--- config.mk ---
export PLATFORM = sky130hd
export DESIGN_NAME = l1an_readout_ctrl_flat
export DESIGN_NICKNAME = d
export VERILOG_FILES = /design/src/rtl/l1an_readout_ctrl_if.sv /design/src/rtl/l1an_readout_ctrl.sv /design/src/flat_wrapper.sv
export SDC_FILE = /design/constraint.sdc
export NUM_CORES = 1
export LEC_CHECK = 0
export ABC_AREA = 1
export BUFFER_PORTS_ARGS = -buffer_cell sky130_fd_sc_hd__buf_2
export CAP_MARGIN = 15
export CORE_UTILIZATION = 28
export CTS_CLUSTER_SIZE = 30
export DETAILED_ROUTE_END_ITERATION = 10
export GPL_ROUTABILITY_DRIVEN = 0
export PLACE_DENSITY_LB_ADDON = 0.12
export REMOVE_ABC_BUFFERS = 1
export SETUP_SLACK_MARGIN = 0.05
export SKIP_LAST_GASP = 1
export SLEW_MARGIN = 10
export SYNTH_ARGS = -nofsm -noshare
export SYNTH_HDL_FRONTEND = slang
export SYNTH_SLANG_ARGS = --single-unit
--- constraint.sdc ---
create_clock -name CLK -period 1.6 [get_ports CLK]
set_input_delay 0.08 -clock CLK [delete_from_list [all_inputs] [get_ports CLK]]
set_output_delay 0.08 -clock CLK [all_outputs]
set_load 0.005 [all_outputs]
--- src/rtl/l1an_readout_ctrl_if.sv ---
// FIFO-side and readout-side handshake signals of the L1A-number readout controller.
interface l1an_readout_ctrl_if;
  logic       FIFO_EMPTY;
  logic [5:0] L1ANUM_IN;
  logic       PHASE_IN;
  logic       FIFO_POP;
  logic       RDY_IN;
  logic       EVT_START;
  logic [5:0] L1ANUM_OUT;
  logic       PHASE_OUT;
  logic       WORD_RD;
  logic [6:0] WORD_CNT;
  logic       EVT_DONE;

  modport master (
    input  FIFO_EMPTY, L1ANUM_IN, PHASE_IN, RDY_IN,
    output FIFO_POP, EVT_START, L1ANUM_OUT, PHASE_OUT, WORD_RD, WORD_CNT, EVT_DONE
  );

  modport slave (
    output FIFO_EMPTY, L1ANUM_IN, PHASE_IN, RDY_IN,
    input  FIFO_POP, EVT_START, L1ANUM_OUT, PHASE_OUT, WORD_RD, WORD_CNT, EVT_DONE
  );
endinterface

--- src/rtl/l1an_readout_ctrl.sv ---
// Pops one L1A number per event, emits header/data/trailer strobes, and aborts on stall timeout.
// Optional triplication votes every register; all outputs decode from the voted copy.
module l1an_readout_ctrl #(
  parameter int TMR    = 0,
  parameter int NWORDS = 96,
  parameter int TMO    = 255
) (
  input  logic                 CLK,
  input  logic                 RST_N,
  input  logic                 ENABLE,
  input  logic                 ERR_CLR,
  l1an_readout_ctrl_if.master  bus,
  output logic                 BUSY,
  output logic                 TMO_ERR,
  output logic [11:0]          EVT_CNT
);

  typedef enum logic [2:0] {
    ST_IDLE   = 3'd0,
    ST_SETTLE = 3'd1,
    ST_LATCH  = 3'd2,
    ST_HDR    = 3'd3,
    ST_XFER   = 3'd4,
    ST_TRLR   = 3'd5
  } state_t;

  typedef struct packed {
    state_t      st;
    logic        hdr_first;
    logic [6:0]  wcnt;
    logic [7:0]  scnt;
    logic [11:0] ecnt;
    logic        tmo;
    logic [5:0]  l1a;
    logic        ph;
  } regs_t;

  localparam int         NCOPY     = (TMR != 0) ? 3 : 1;
  localparam int         RW        = $bits(regs_t);
  localparam logic [6:0] LAST_WORD = 7'(NWORDS - 1);
  localparam logic [7:0] TMO_LAST  = 8'(TMO - 1);
  localparam regs_t      REGS_RST  = regs_t'({RW{1'b0}});

  function automatic logic [RW-1:0] maj3(input logic [RW-1:0] a,
                                         input logic [RW-1:0] b,
                                         input logic [RW-1:0] c);
    return (a & b) | (a & c) | (b & c);
  endfunction

  regs_t regs_r [NCOPY];
  regs_t cur_s;
  regs_t nxt_s;
  logic  timeout_s;

  if (NCOPY == 3) begin : g_vote
    assign cur_s = regs_t'(maj3(regs_r[0], regs_r[1], regs_r[2]));
  end else begin : g_single
    assign cur_s = regs_r[0];
  end

  // State/counter register copies, all reloaded from the voted next value.
  always_ff @(posedge CLK or negedge RST_N) begin
    if (!RST_N) begin
      for (int i = 0; i < NCOPY; i++) regs_r[i] <= REGS_RST;
    end else begin
      for (int i = 0; i < NCOPY; i++) regs_r[i] <= nxt_s;
    end
  end

  // Next-state, counters, latch and sticky-error update.
  always_comb begin
    nxt_s           = cur_s;
    nxt_s.hdr_first = 1'b0;
    timeout_s       = 1'b0;

    case (cur_s.st)
      ST_IDLE: begin
        if (ENABLE && !bus.FIFO_EMPTY) nxt_s.st = ST_SETTLE;
        else                           nxt_s.st = ST_IDLE;
      end
      ST_SETTLE: nxt_s.st = ST_LATCH;
      ST_LATCH: begin
        nxt_s.st        = ST_HDR;
        nxt_s.l1a       = bus.L1ANUM_IN;
        nxt_s.ph        = bus.PHASE_IN;
        nxt_s.wcnt      = 7'd0;
        nxt_s.hdr_first = 1'b1;
      end
      ST_HDR: begin
        if (bus.RDY_IN) nxt_s.st = ST_XFER;
        else            nxt_s.st = ST_HDR;
      end
      ST_XFER: begin
        if (bus.RDY_IN) begin
          nxt_s.wcnt = cur_s.wcnt + 7'd1;
          if (cur_s.wcnt == LAST_WORD) nxt_s.st = ST_TRLR;
          else                         nxt_s.st = ST_XFER;
        end else begin
          nxt_s.st = ST_XFER;
        end
      end
      ST_TRLR: begin
        nxt_s.st   = ST_IDLE;
        nxt_s.ecnt = cur_s.ecnt + 12'd1;
      end
      default: nxt_s.st = ST_IDLE;
    endcase

    // Stall run length only grows while waiting on the downstream side.
    if ((cur_s.st == ST_HDR || cur_s.st == ST_XFER) && !bus.RDY_IN) begin
      if (cur_s.scnt == TMO_LAST) begin
        timeout_s  = 1'b1;
        nxt_s.st   = ST_IDLE;
        nxt_s.scnt = 8'd0;
      end else begin
        nxt_s.scnt = cur_s.scnt + 8'd1;
      end
    end else begin
      nxt_s.scnt = 8'd0;
    end

    if (timeout_s)    nxt_s.tmo = 1'b1;
    else if (ERR_CLR) nxt_s.tmo = 1'b0;
    else              nxt_s.tmo = cur_s.tmo;
  end

  assign bus.FIFO_POP   = (cur_s.st == ST_LATCH);
  assign bus.EVT_START  = (cur_s.st == ST_HDR) && cur_s.hdr_first;
  assign bus.L1ANUM_OUT = cur_s.l1a;
  assign bus.PHASE_OUT  = cur_s.ph;
  assign bus.WORD_RD    = (cur_s.st == ST_XFER) && bus.RDY_IN;
  assign bus.WORD_CNT   = cur_s.wcnt;
  assign bus.EVT_DONE   = (cur_s.st == ST_TRLR);
  assign BUSY           = (cur_s.st != ST_IDLE);
  assign TMO_ERR        = cur_s.tmo;
  assign EVT_CNT        = cur_s.ecnt;

endmodule

--- src/flat_wrapper.sv ---
// flat-port wrapper written by rule: the top's interface ports become plain ports
module l1an_readout_ctrl_flat 
#(
  parameter int TMR    = 0,
  parameter int NWORDS = 96,
  parameter int TMO    = 255
)
  (CLK, RST_N, ENABLE, ERR_CLR, BUSY, TMO_ERR, EVT_CNT, bus_FIFO_EMPTY, bus_L1ANUM_IN, bus_PHASE_IN, bus_RDY_IN, bus_FIFO_POP, bus_EVT_START, bus_L1ANUM_OUT, bus_PHASE_OUT, bus_WORD_RD, bus_WORD_CNT, bus_EVT_DONE);
  l1an_readout_ctrl_if bus_i ();
  input  logic CLK;
  input  logic RST_N;
  input  logic ENABLE;
  input  logic ERR_CLR;
  output logic BUSY;
  output logic TMO_ERR;
  output logic [11:0] EVT_CNT;
  input wire logic [$bits(bus_i.FIFO_EMPTY)-1:0] bus_FIFO_EMPTY;
  input wire logic [$bits(bus_i.L1ANUM_IN)-1:0] bus_L1ANUM_IN;
  input wire logic [$bits(bus_i.PHASE_IN)-1:0] bus_PHASE_IN;
  input wire logic [$bits(bus_i.RDY_IN)-1:0] bus_RDY_IN;
  output wire logic [$bits(bus_i.FIFO_POP)-1:0] bus_FIFO_POP;
  output wire logic [$bits(bus_i.EVT_START)-1:0] bus_EVT_START;
  output wire logic [$bits(bus_i.L1ANUM_OUT)-1:0] bus_L1ANUM_OUT;
  output wire logic [$bits(bus_i.PHASE_OUT)-1:0] bus_PHASE_OUT;
  output wire logic [$bits(bus_i.WORD_RD)-1:0] bus_WORD_RD;
  output wire logic [$bits(bus_i.WORD_CNT)-1:0] bus_WORD_CNT;
  output wire logic [$bits(bus_i.EVT_DONE)-1:0] bus_EVT_DONE;
  assign bus_i.FIFO_EMPTY = bus_FIFO_EMPTY;
  assign bus_i.L1ANUM_IN = bus_L1ANUM_IN;
  assign bus_i.PHASE_IN = bus_PHASE_IN;
  assign bus_i.RDY_IN = bus_RDY_IN;
  assign bus_FIFO_POP = bus_i.FIFO_POP;
  assign bus_EVT_START = bus_i.EVT_START;
  assign bus_L1ANUM_OUT = bus_i.L1ANUM_OUT;
  assign bus_PHASE_OUT = bus_i.PHASE_OUT;
  assign bus_WORD_RD = bus_i.WORD_RD;
  assign bus_WORD_CNT = bus_i.WORD_CNT;
  assign bus_EVT_DONE = bus_i.EVT_DONE;
  l1an_readout_ctrl #(.TMR(TMR), .NWORDS(NWORDS), .TMO(TMO)) u_core (.CLK(CLK), .RST_N(RST_N), .ENABLE(ENABLE), .ERR_CLR(ERR_CLR), .bus(bus_i), .BUSY(BUSY), .TMO_ERR(TMO_ERR), .EVT_CNT(EVT_CNT));
endmodule
After elaboration in Yosys (flattened, before gate mapping)
Cells that the tools add are included.

Flip-flop bits (word level): 39. Input bits: 13. Output and inout port bits: 32. Logic and storage cells: 47.

$add $sub $neg: 3. Equality and inequality tests: 8. Muxes and demuxes: 16. Reductions and logical operators: 12.

Operator list (number): $mux W8 (2); $pmux W3 S5 (1); $pmux W7 S2 (1); $add A12 B1 Y12 const B (1); $mux W3 (4); $add A8 B1 Y8 const B (1); $eq A8 B8 Y1 const B (1); $add A7 B1 Y7 const B (1); $eq A7 B7 Y1 const B (1); $mux W1 (7); $mux W7 (1); $eq A3 B2 Y1 const B (2); $eq A3 B3 Y1 const B (2); $logic_and A1 B1 Y1 (4); $reduce_bool A2 Y1 (2); $eq A3 B1 Y1 const B (1); $logic_not A3 Y1 (1); $reduce_bool A3 Y1 (1); $logic_not A1 Y1 (2); $ne A2 B2 Y1 const B (1); $reduce_and A2 Y1 (1); $logic_or A1 B1 Y1 (1).

Longest topological paths before layout
Gate-level depths: netlist of run 1.

Depth after elaboration: 6. Depth in mapped cells: 8.

Worst setup path before layout of run 1
Ideal clock, no wire load.

Path type: flip-flop to flip-flop. From: register, netlist name u_core.cur_s[36]. To: register, netlist name u_core.cur_s[26]. Arrival time: 1073 ps. Data required time: 1528 ps. Path slack: 455 ps. Stages on the path, launching flop included: 8. Buffers on the path: 0. Clock period less this slack: 1145 ps. Cell sequence: dfrtp_1 -> nor2_2 -> nand2_1 -> nand2_1 -> nand2_2 -> inv_2 -> nand2_2 -> nor2_1.

Worst setup path in the final report of run 1
From: register, netlist name u_core.cur_s[38]. To: output bus_FIFO_POP.

Cells in the longest elaborated chain, start to end: 1.

Ends and longest elaborated chain: $eq A3 B2 Y1 (line l1an_readout_ctrl.sv:127) `assign bus.FIFO_POP = (cur_s.st == ST_LATCH);`; end, declared (line flat_wrapper.sv:21) `output wire logic [$bits(bus_i.FIFO_POP)-1:0] bus_FIFO_POP;`.

Every way passes these cells.

==> summary.txt, run 1 <==
Run status
  – Outcome: finished, final reports clean

GRT
  – Vias in the first global route: 1544
  – GRT Total Usage: 11.9%
  – Global route overflow: 0
  – Initial antenna violation count: 0
  – Largest net degree at the start of global routing: 40
  – Global-route wire length before repair: 7160 um

Clocking
  – Setup repair bufs after CTS: 0
  – CTS H-tree lvls: 2
  – Reg clk slew, reported paths: 0.07 ns
  – TritonCTS clock tree: done
  – CTS sink count: 39
  – Total CTS buffers: 5
  – Root Buffer: clkbuf_8
  – Clock latency on the worst-skew pair: slightly below 0.3 ns
  – CTS max path bufs: 2

Yosys
  – Post-Syn Area: 2150 sq um
  – Yosys cell types: 26
  – YS warnings: 0
  – Sequential area share after synthesis: 45.5%
  – Synth area leaders: dfrtp_1, nand2_1, buf_4
  – Synthesized flop and latch total: 39
  – Top-area cell type share of the netlist area: 45.5%
  – Syn avg cell area: 8.13 sq um
  – Synth Instances: around 260
  – Leading area contributor after synthesis: dfrtp_1

STA
  – Crit path time final: 1.43 ns
  – Final hold vios: 0
  – Slew Viols, Final: 0
  – Setup TNS: 0 ns
  – Fmax achieved: 699 MHz
  – Final Skew: around 0.0052 ns
  – Slew at the pin with the worst max-slew slack: 0.507 ns
  – RSZ-0062 raised after global routing: no
  – Final Setup Violations: 0
  – Rel. slew slack: 66.2%
  – Hold slack: 0.146 ns
  – Final period util: between 80% and 90%
  – Worst Setup Slack, final: approximately 0.17 ns

Power and ir drop
  – NetSw: 1080 uW
  – Pwr/cell area: 1180 nW/um^2
  – Share of power burned in registers: 46.3%
  – Comb power frac: roughly a third
  – Sw Share: 37.0%
  – Worst vdd ir: ~0.50 mV
  – Pleak: about 0.0013 uW
  – Clk network pwr share: 21.2%
  – Total power: 2910 uW
  – Pint: ~1800 uW

Hold path
  – Worst min-delay path class: in2reg
  – Hold Path Cell Cnt: 3

Worst setup path
  – R2R depth: 5
  – CP Capture Type: primary output
  – CP Launch Point: u_core.cur_s[38]
  – Worst r2r src: u_core.cur_s[20]
  – Critical path fanouts, max: 9
  – CP arrival: 1.35 ns
  – Crit path launch type: register
  – Crit path kind: reg2out
  – Max incr delay on CP: 0.47 ns
  – Slowest library cell on the worst path: dfrtp_1
  – Reg2reg end: u_core.cur_s[26]
  – R2r setup slk: roughly 0.28 ns
  – Worst setup path endpoint: bus_FIFO_POP
  – Worst Path Required: between 1.5 and 2 ns
  – CP Cell Sequence: inv_2, nand3_2, inv_4, buf_2

Floorplan
  – Rows: 31
  – Die X: roughly 90 um
  – # IOs: 45
  – Die Span Y: a little under 90 um
  – Initial Util: 29.3%
  – DIE AREA: 8020 sq um
  – Core ar.: 7330 sq um

Flow run
  – Max cap viols: 0

Layout
  – Multi-input gate area: 853 sq um
  – Reg area: 976 sq um
  – N_diodes: 0
  – Fin nets: about 320
  – Filler cells: about 800
  – Commonest non-fill, non-tap cell in the layout: nand2_1
  – Layout cell share with drive strength beyond 1: 23.4%
  – Design Area, Final: roughly 2500 sq um
  – Most frequent cells in the layout: nand2_1, buf_2, dfrtp_1
  – Syn-to-layout area delta: 15.3%

Place
  – Pre-CTS setup slack: ~0.25 ns
  – Half-perimeter wire length after placement: a little over 3000 um
  – I/O Buffers: between 40 and 50
  – Placed Area: 2310 sq um

Drt
  – Post-Route WL: 4250 um
  – DR WL/cell: 10.7 um
  – Post-route DRC: 0
  – DR iter-0 viols: 63
  – Vias per cell: 4.16
  – First-pass detailed-route iteration total: 4
  – DRT antenna net count: 0
  – Vias: 1655
-- metrics by stage --
stage	utilization, %	cells
CTS	33.7	398
finish	33.8	398
global route	33.8	398
detailed placement	31.5	383
floorplan	-	238
global placement	31.5	383
-- layout make-up --
cell class	count	area share (%)
tap	99	5.01
multi-input combinational	167	34.5
inverter	32	5.01
clock buffer	6	2.93
timing repair buffer	55	13.1
sequential	39	39.4
-- critical path, delay by kind of cell (launching register included) --
family	cells	cell delay (ns)
DFF	1	0.47
buffers and inverters	3	0.40
and+or+nand+nor	1	0.18
-- state kept, by name, indices dropped and copies added, names as in the netlist --
signal / flops
u_core.EVT_CNT: 12
u_core.cur_s: 12
u_core.TMO_ERR: 1
u_core.bus.WORD_CNT: 7
u_core.bus.PHASE_OUT: 1
u_core.bus.L1ANUM_OUT: 6
-- synthesized netlist by cell type --
| cell type | instances |
|---|---|
| nand2_1 | 72 |
| dfrtp_1 | 39 |
| buf_4 | 26 |
| nor2_1 | 25 |
| inv_1 | 24 |
| nand3_1 | 21 |
| nand4_1 | 9 |
| xnor2_1 | 8 |
| inv_2 | 6 |
| ha_1 | 4 |
| nand2_2 | 4 |
| xor2_1 | 4 |
| nor2_2 | 3 |
| o21ai_0 | 3 |
| o21ai_1 | 3 |
| a21oi_1 | 2 |
| nand3_2 | 2 |
| a21o_1 | 1 |
| clkinv_1 | 1 |
| clkinv_2 | 1 |
| nand2_4 | 1 |
| nand3_4 | 1 |
| nor2_4 | 1 |
| o21a_1 | 1 |
| o21bai_1 | 1 |
| o22ai_1 | 1 |
-- worst min path at each step --
stage | start | to | slack (ns)
after detailed placement | RST_N | u_core.bus.WORD_CNT[5] | 0.18
final | bus_RDY_IN | u_core.bus.WORD_CNT[0] | 0.15
after CTS | bus_RDY_IN | u_core.bus.WORD_CNT[0] | 0.15
after global routing | bus_RDY_IN | u_core.bus.WORD_CNT[0] | 0.16
after floorplan | RST_N | u_core.EVT_CNT[0] | -0.22
after global placement | RST_N | u_core.bus.WORD_CNT[5] | 0.18
-- layer usage --
metal / GRT usage [%] / routed length [um] / vias up
met5: 0 / 0 / -
met4: 3.03 / 38 / 0
met3: 4.06 / 192 / 4
met2: 18.5 / 1870 / 33
met1: 15.8 / 2160 / 748
li1: - / - / 870
-- kinds of logic after synthesis --
kind of cell,after synthesis,share of synthesized area [%]
buf+inv,58,14.8
flops,39,45.5
xor+xnor,12,4.90
fa+ha+maj,4,2.33
compound gates,12,3.21
simple gates,139,29.3
-- power by group through the flow --
stage / clock (uW) / sequential, uW / combinational, uW
after floorplan: 0 / 1350 / 574
after global placement: 0 / 1370 / 953
after detailed placement: 0 / 1370 / 951
after CTS: 663 / 1350 / 968
after global routing: 709 / 1380 / 1100
final: 617 / 1350 / 948
-- what timing repair did --
action                     CTS  global route
hold endpoints to repair    47             0
hold buffers                 9             0
setup endpoints to repair    0             1
gates resized for setup      0             1
No activity file was read; power rests on OpenSTA's default activity.
==> run 2, diff against run 1 <==
--- a/config.mk
+++ b/config.mk
@@ -9,4 +9,7 @@
 export BUFFER_PORTS_ARGS = -buffer_cell sky130_fd_sc_hd__buf_2
 export CAP_MARGIN = 15
+export CELL_PAD_IN_SITES_DETAIL_PLACEMENT = 1
+export CELL_PAD_IN_SITES_GLOBAL_PLACEMENT = 1
+export CORE_MARGIN = 3
 export CORE_UTILIZATION = 28
 export CTS_CLUSTER_SIZE = 30
==> constraint.sdc (replaced) <==
create_clock -name CLK -period 1.6 [get_ports CLK]
set_input_delay 0.32 -clock CLK [delete_from_list [all_inputs] [get_ports CLK]]
set_output_delay 0.32 -clock CLK [all_outputs]
set_load 0.005 [all_outputs]
==> run 2 against run 1 <==
Maximum frequency is 5.5% lower. Non-clock buffer count is 6 higher. First-iteration DRC count is 43% lower. Via count is 4.2% higher. Die area is 9.1% higher. Critical endpoint is now bus_EVT_DONE. Routed wire length is 23% higher. Largest power group unchanged. Flip-flop and latch count stayed put.
==> summary.txt, run 2 (synthesized netlist as in run 1, its figures left out) <==
Run status
  – Outcome: finished, final reports clean

STA
  – Setup TNS: 0 ns (unchanged)
  – Final hold vios: 0 (unchanged)
  – Final Skew: 0.00621 ns (+0.00101 ns)
  – Final Setup Violations: 0 (unchanged)
  – Hold slack: 0.216 ns (+0.0702 ns)
  – RSZ-0062 raised after global routing: yes
  – Rel. slew slack: 81.0% (+15 points)
  – Crit path time final: 1.51 ns (+0.0837 ns)
  – Final period util: 94.6% (+5.2 points)
  – Fmax achieved: 661 MHz (-5.5%)
  – Slew Viols, Final: 0 (unchanged)
  – Slew at the pin with the worst max-slew slack: 0.284 ns (-0.223 ns)

Power and ir drop
  – Pwr/cell area: 1350 nW/um^2 (+15%)
  – Pleak: 0.00139 uW (+4.7%)
  – Total power: 3510 uW (+20%)
  – Worst vdd ir: 0.504 mV (about the same)

GRT
  – Global Route met2 Usage: 19.8% (+1.2 points)
  – Met1 usage: 17.5% (+1.7 points)
  – Global-route wire length before repair: 8730 um (+22%)
  – Layer with the highest usage: met2
  – Vias in the first global route: 1780 (+15%)
  – Met3 Usage GRT: 2.74% (-1.3 points)
  – Initial antenna violation count: 0 (unchanged)
  – GRT Total Usage: 12.7% (+0.77 points)
  – Global route overflow: 0 (unchanged)
  – Largest net degree at the start of global routing: 40 (unchanged)

Worst setup path
  – CP arrival: 1.19 ns (-0.16 ns)
  – CP Capture Type: primary output
  – Crit path kind: reg2out
  – CP bufs+invs: 3 (unchanged)
  – Max incr delay on CP: 0.45 ns (-0.02 ns)
  – CP Cell Sequence: buf_4, nand3_4, clkinv_4, buf_2
  – Cell family with most CP delay: flip-flops
  – Worst r2r src: u_core.cur_s[36]
  – Critical path fanouts, max: 6 (-3)
  – Worst Path Required: 1.28 ns (-0.24 ns)
  – Slowest library cell on the worst path: dfrtp_2
  – Reg2reg end: u_core.EVT_CNT[9]
  – R2R depth: 9 (+4)
  – R2r setup slk: 0.22 ns (-0.06 ns)
  – Crit path launch type: register

Floorplan
  – Die X: 93.5 um (+4.5%)
  – Core ar.: 7330 sq um (unchanged)
  – Die Span Y: 93.5 um (+4.5%)
  – DIE AREA: 8750 sq um (+9.1%)
  – Rows: 31 (unchanged)
  – Initial Util: 29.3% (unchanged)
  – # IOs: 45 (unchanged)

Hold path
  – Worst min-delay path class: in2reg
  – Worst Hold Endpoint: u_core.TMO_ERR
  – Hold Path Cell Cnt: 2 (-1)
  – Hold_sp: ERR_CLR

Place
  – I/O Buffers: 44 (unchanged)
  – Half-perimeter wire length after placement: 3790 um (+22%)
  – Placed Area: 2340 sq um (+1.2%)

Layout
  – N_diodes: 0 (unchanged)
  – Design Area, Final: 2600 sq um (+5.1%)
  – Layout cell share with drive strength beyond 1: 30.3% (+6.9 points)
  – Fin nets: 323 (+1.9%)
  – Syn-to-layout area delta: 21.2%
  – Multi-input gate area: 883 sq um (+3.5%)
  – Final Util: 35.5% (+1.7 points)
  – Filler cells: 906 (+15%)
  – Most frequent cells in the layout: nand2_1, buf_2, dfrtp_1
  – Commonest non-fill, non-tap cell in the layout: nand2_1
  – Reg area: 980 sq um (+0.38%)

Clocking
  – CTS H-tree lvls: 2 (unchanged)
  – Reg clk slew, reported paths: 0.08 ns (about the same)
  – CTS sink count: 39 (unchanged)
  – Root Buffer: clkbuf_8
  – CTS max path bufs: 2 (unchanged)
  – Total CTS buffers: 5 (unchanged)
  – TritonCTS clock tree: done
  – Clock latency on the worst-skew pair: 0.29 ns (about the same)

Drt
  – First-pass detailed-route iteration total: 2 (-2)
  – Vias per cell: 4.25 (+2.2%)
  – Post-route DRC: 0 (unchanged)
  – DR WL/cell: 12.9 um (+21%)
  – DRT antenna net count: 0 (unchanged)
  – DR iter-0 viols: 36 (-43%)
  – Post-Route WL: 5240 um (+23%)
  – Vias: 1725 (+4.2%)

Flow run
  – Max cap viols: 0 (unchanged)
-- run 2: changes by cell type in the layout (fill, tap and decap cells not counted), moves of 2 or more --
cell           delta
dfrtp_2           +3
nand3_4           +2
dfrtp_1           -3
nor2_4            +2
dlygate4sd3_1     -8
buf_4            +12
nand3_2           -2
-- run 2: through the flow --
stage               worst slack [ns]  cells
global placement               0.258    385
global route                  0.0157    406
finish                        0.0862    406
floorplan                      0.368    238
detailed placement             0.251    385
CTS                          0.00849    397
-- run 2: power breakdown --
| group | switching [uW] | internal (uW) |
|---|---|---|
| combinational | 713 | 570 |
| clock | 364 | 505 |
| sequential | 183 | 1180 |
| total | 1260 | 2250 |
-- run 2: final cells by class --
type	count	share of cell area [%]
clock inverter	2	1.35
clock buffer	6	3.17
multi-input combinational	167	34.0
sequential	39	37.7
inverter	32	5.00
tap	99	4.76
timing repair buffer	61	14.1
-- run 2: repair_timing --
item                                    4_1_cts  5_1_grt
resized for setup                             8        6
endpoints found under the hold margin        33        0
endpoints found under the setup margin        4        5
hold buffers                                  1        0
pin swaps                                     1        4
buffers inserted                              3        9
-- run 2: per-layer routing --
metal  vias to the layer above  share of wire (%)
li1                        882                  -
met1                       803                 50
met2                        36                 45
met3                         4                4.2
met4                         0               0.80
met5                         -                  0
-- run 2: worst max path at each step --
stage | startpoint | endpoint | slack, ns | cells past startpoint
finish | u_core.cur_s[36] | bus_EVT_DONE | 0.09 | 4
global route | u_core.cur_s[36] | bus_WORD_RD | 0.02 | 4
CTS | u_core.cur_s[37] | bus_EVT_START | 0.008 | 5
detailed placement | u_core.cur_s[36] | bus_WORD_RD | 0.25 | 4
global placement | u_core.cur_s[38] | bus_EVT_START | 0.26 | 4
floorplan | u_core.cur_s[38] | bus_FIFO_POP | 0.37 | 3
==> run 3, diff against run 2 <==
- MAX_ROUTING_LAYER: unset -> met4
==> run 3 against run 2 <==
Register-to-register slack barely moved. Sequential power about the same. Sequential share of layout area unchanged. Maximum frequency is essentially flat. Critical endpoint unchanged.
==> summary.txt, run 3 (synthesized netlist as in run 1, its figures left out) <==
Clocking
  – CTS max path bufs: 2 (unchanged)
  – Total CTS buffers: 5 (unchanged)
  – Root Buffer: clkbuf_8
  – Clock latency on the worst-skew pair: 0.29 ns (about the same)
  – Reg clk slew, reported paths: 0.08 ns (about the same)
  – CTS H-tree lvls: 2 (unchanged)
  – CTS sink count: 39 (unchanged)
  – TritonCTS clock tree: done

Power and ir drop
  – Share of power burned in registers: 38.7% (about the same)
  – Worst vdd ir: 0.504 mV (about the same)
  – Clk network pwr share: 24.8% (about the same)
  – Pleak: 0.00139 uW (unchanged)
  – Pwr/cell area: 1350 nW/um^2 (about the same)
  – Sw Share: 35.9% (about the same)
  – Pint: 2250 uW (unchanged)
  – NetSw: 1260 uW (about the same)
  – Comb power frac: 36.5% (about the same)

Hold path
  – Hold_sp: ERR_CLR
  – Worst Hold Endpoint: u_core.TMO_ERR
  – Hold Path Cell Cnt: 2 (unchanged)
  – Worst min-delay path class: in2reg

Layout
  – Fin nets: 323 (unchanged)
  – N_diodes: 0 (unchanged)
  – Post-Layout Cell Count: 406 (unchanged)
  – Most frequent cells in the layout: nand2_1, buf_2, dfrtp_1
  – Commonest non-fill, non-tap cell in the layout: nand2_1
  – Final Util: 35.5% (unchanged)
  – Syn-to-layout area delta: 21.2% (unchanged)
  – Layout cell share with drive strength beyond 1: 30.3% (unchanged)

GRT
  – Initial antenna violation count: 0 (unchanged)
  – Global-route wire length before repair: 8720 um (about the same)
  – GRT Total Usage: 13.0% (+0.34 points)
  – Largest net degree at the start of global routing: 40 (unchanged)
  – Global route overflow: 0 (unchanged)
  – Vias in the first global route: 1780 (unchanged)

Drt
  – Post-Route WL: 5240 um (about the same)
  – DRT antenna net count: 0 (unchanged)
  – Vias per cell: 4.25 (unchanged)
  – DR iter-0 viols: 37 (+2.8%)
  – Vias: 1725 (unchanged)
  – First-pass detailed-route iteration total: 2 (unchanged)
  – Post-route DRC: 0 (unchanged)
  – DR WL/cell: 12.9 um (about the same)

Worst setup path
  – Crit path kind: reg2out
  – R2r setup slk: 0.22 ns (about the same)
  – Critical path fanouts, max: 6 (unchanged)
  – CP arrival: 1.19 ns (about the same)
  – Worst Path Required: 1.28 ns (about the same)
  – Crit path launch type: register
  – Reg2reg end: u_core.EVT_CNT[9]
  – CP Capture Type: primary output
  – R2R depth: 9 (unchanged)
  – Worst r2r src: u_core.cur_s[36]

STA
  – Hold slack: 0.216 ns (-0.0000120 ns)
  – Slew Viols, Final: 0 (unchanged)
  – Final hold vios: 0 (unchanged)
  – Setup TNS: 0 ns (unchanged)
  – Final Setup Violations: 0 (unchanged)
  – RSZ-0062 raised after global routing: yes
  – Crit path time final: 1.51 ns (+0.0000441 ns)
  – Final Skew: 0.00621 ns (+0.00000261 ns)
  – Final period util: 94.6% (about the same)
  – Slew at the pin with the worst max-slew slack: 0.284 ns (unchanged)
  – Worst Setup Slack, final: 0.0861 ns (-0.0000441 ns)
  – Rel. slew slack: 81.0% (unchanged)
  – Fmax achieved: 661 MHz (about the same)

Flow run
  – Max cap viols: 0 (unchanged)

Place
  – Cells after DPL: 385 (unchanged)
  – Pre-CTS setup slack: 0.251 ns (unchanged)
  – Half-perimeter wire length after placement: 3790 um (unchanged)
  – I/O Buffers: 44 (unchanged)

Floorplan
  – Die X: 93.5 um (unchanged)
  – # IOs: 45 (unchanged)
  – Rows: 31 (unchanged)
  – Initial Util: 29.3% (unchanged)
  – DIE AREA: 8750 sq um (unchanged)
  – Die Span Y: 93.5 um (unchanged)
  – Core ar.: 7330 sq um (unchanged)

Run status
  – Outcome: finished, final reports clean
## run 3: metal layers
metal / wire length (um) / global-route usage (%)
met5: 0 / -
met4: 50 / 3.97
met3: 217 / 2.74
met2: 2360 / 19.8
met1: 2610 / 17.5
## run 3: through the flow
stage / area (sq um) / power (uW)
final: 2600 / 3510
after global placement: 2340 / 2400
after global routing: 2600 / 3790
after detailed placement: 2340 / 2420
after floorplan: 1950 / 1930
after CTS: 2520 / 3410
## run 3: power groups by stage
stage / registers (uW) / clock network (uW) / logic [uW]
final: 1360 / 870 / 1280
after global routing: 1400 / 942 / 1450
after CTS: 1370 / 911 / 1140
after detailed placement: 1360 / 0 / 1060
after global placement: 1360 / 0 / 1040
after floorplan: 1350 / 0 / 574
## run 3: how the worst max path moves through the flow
stage               cells past startpoint        startpoint       endpoint  slack, ns
CTS                                     5  u_core.cur_s[37]  bus_EVT_START      0.008
detailed placement                      4  u_core.cur_s[36]    bus_WORD_RD       0.25
finish                                  4  u_core.cur_s[36]   bus_EVT_DONE       0.09
global placement                        4  u_core.cur_s[38]  bus_EVT_START       0.26
global route                            4  u_core.cur_s[36]    bus_WORD_RD       0.02
floorplan                               3  u_core.cur_s[38]   bus_FIFO_POP       0.37
## run 3: critical path, cell delays in order (launching register included)
cell and delay [ns]:
dfrtp_2 0.45, buf_4 0.16, nand3_4 0.10, clkinv_4 0.08, buf_2 0.13
## run 3: final cells by class
| type | instances | area (sq um) |
|---|---|---|
| fillers | 906 | 4730 |
| flip-flops and latches | 39 | 980 |
| multi-input cells | 167 | 883 |
| repair buffers | 61 | 367 |
| inverters | 32 | 130 |
| well taps | 99 | 124 |
| clock buffers | 6 | 82.6 |
| clock inverters | 2 | 35.0 |
## run 3: timing repair
item / CTS / global route
hold endpoints to repair: 33 / 0
resized for setup: 8 / 6
buffers inserted: 3 / 9
endpoints found under the setup margin: 4 / 5
hold buffers: 1 / 0
pin swaps: 1 / 4
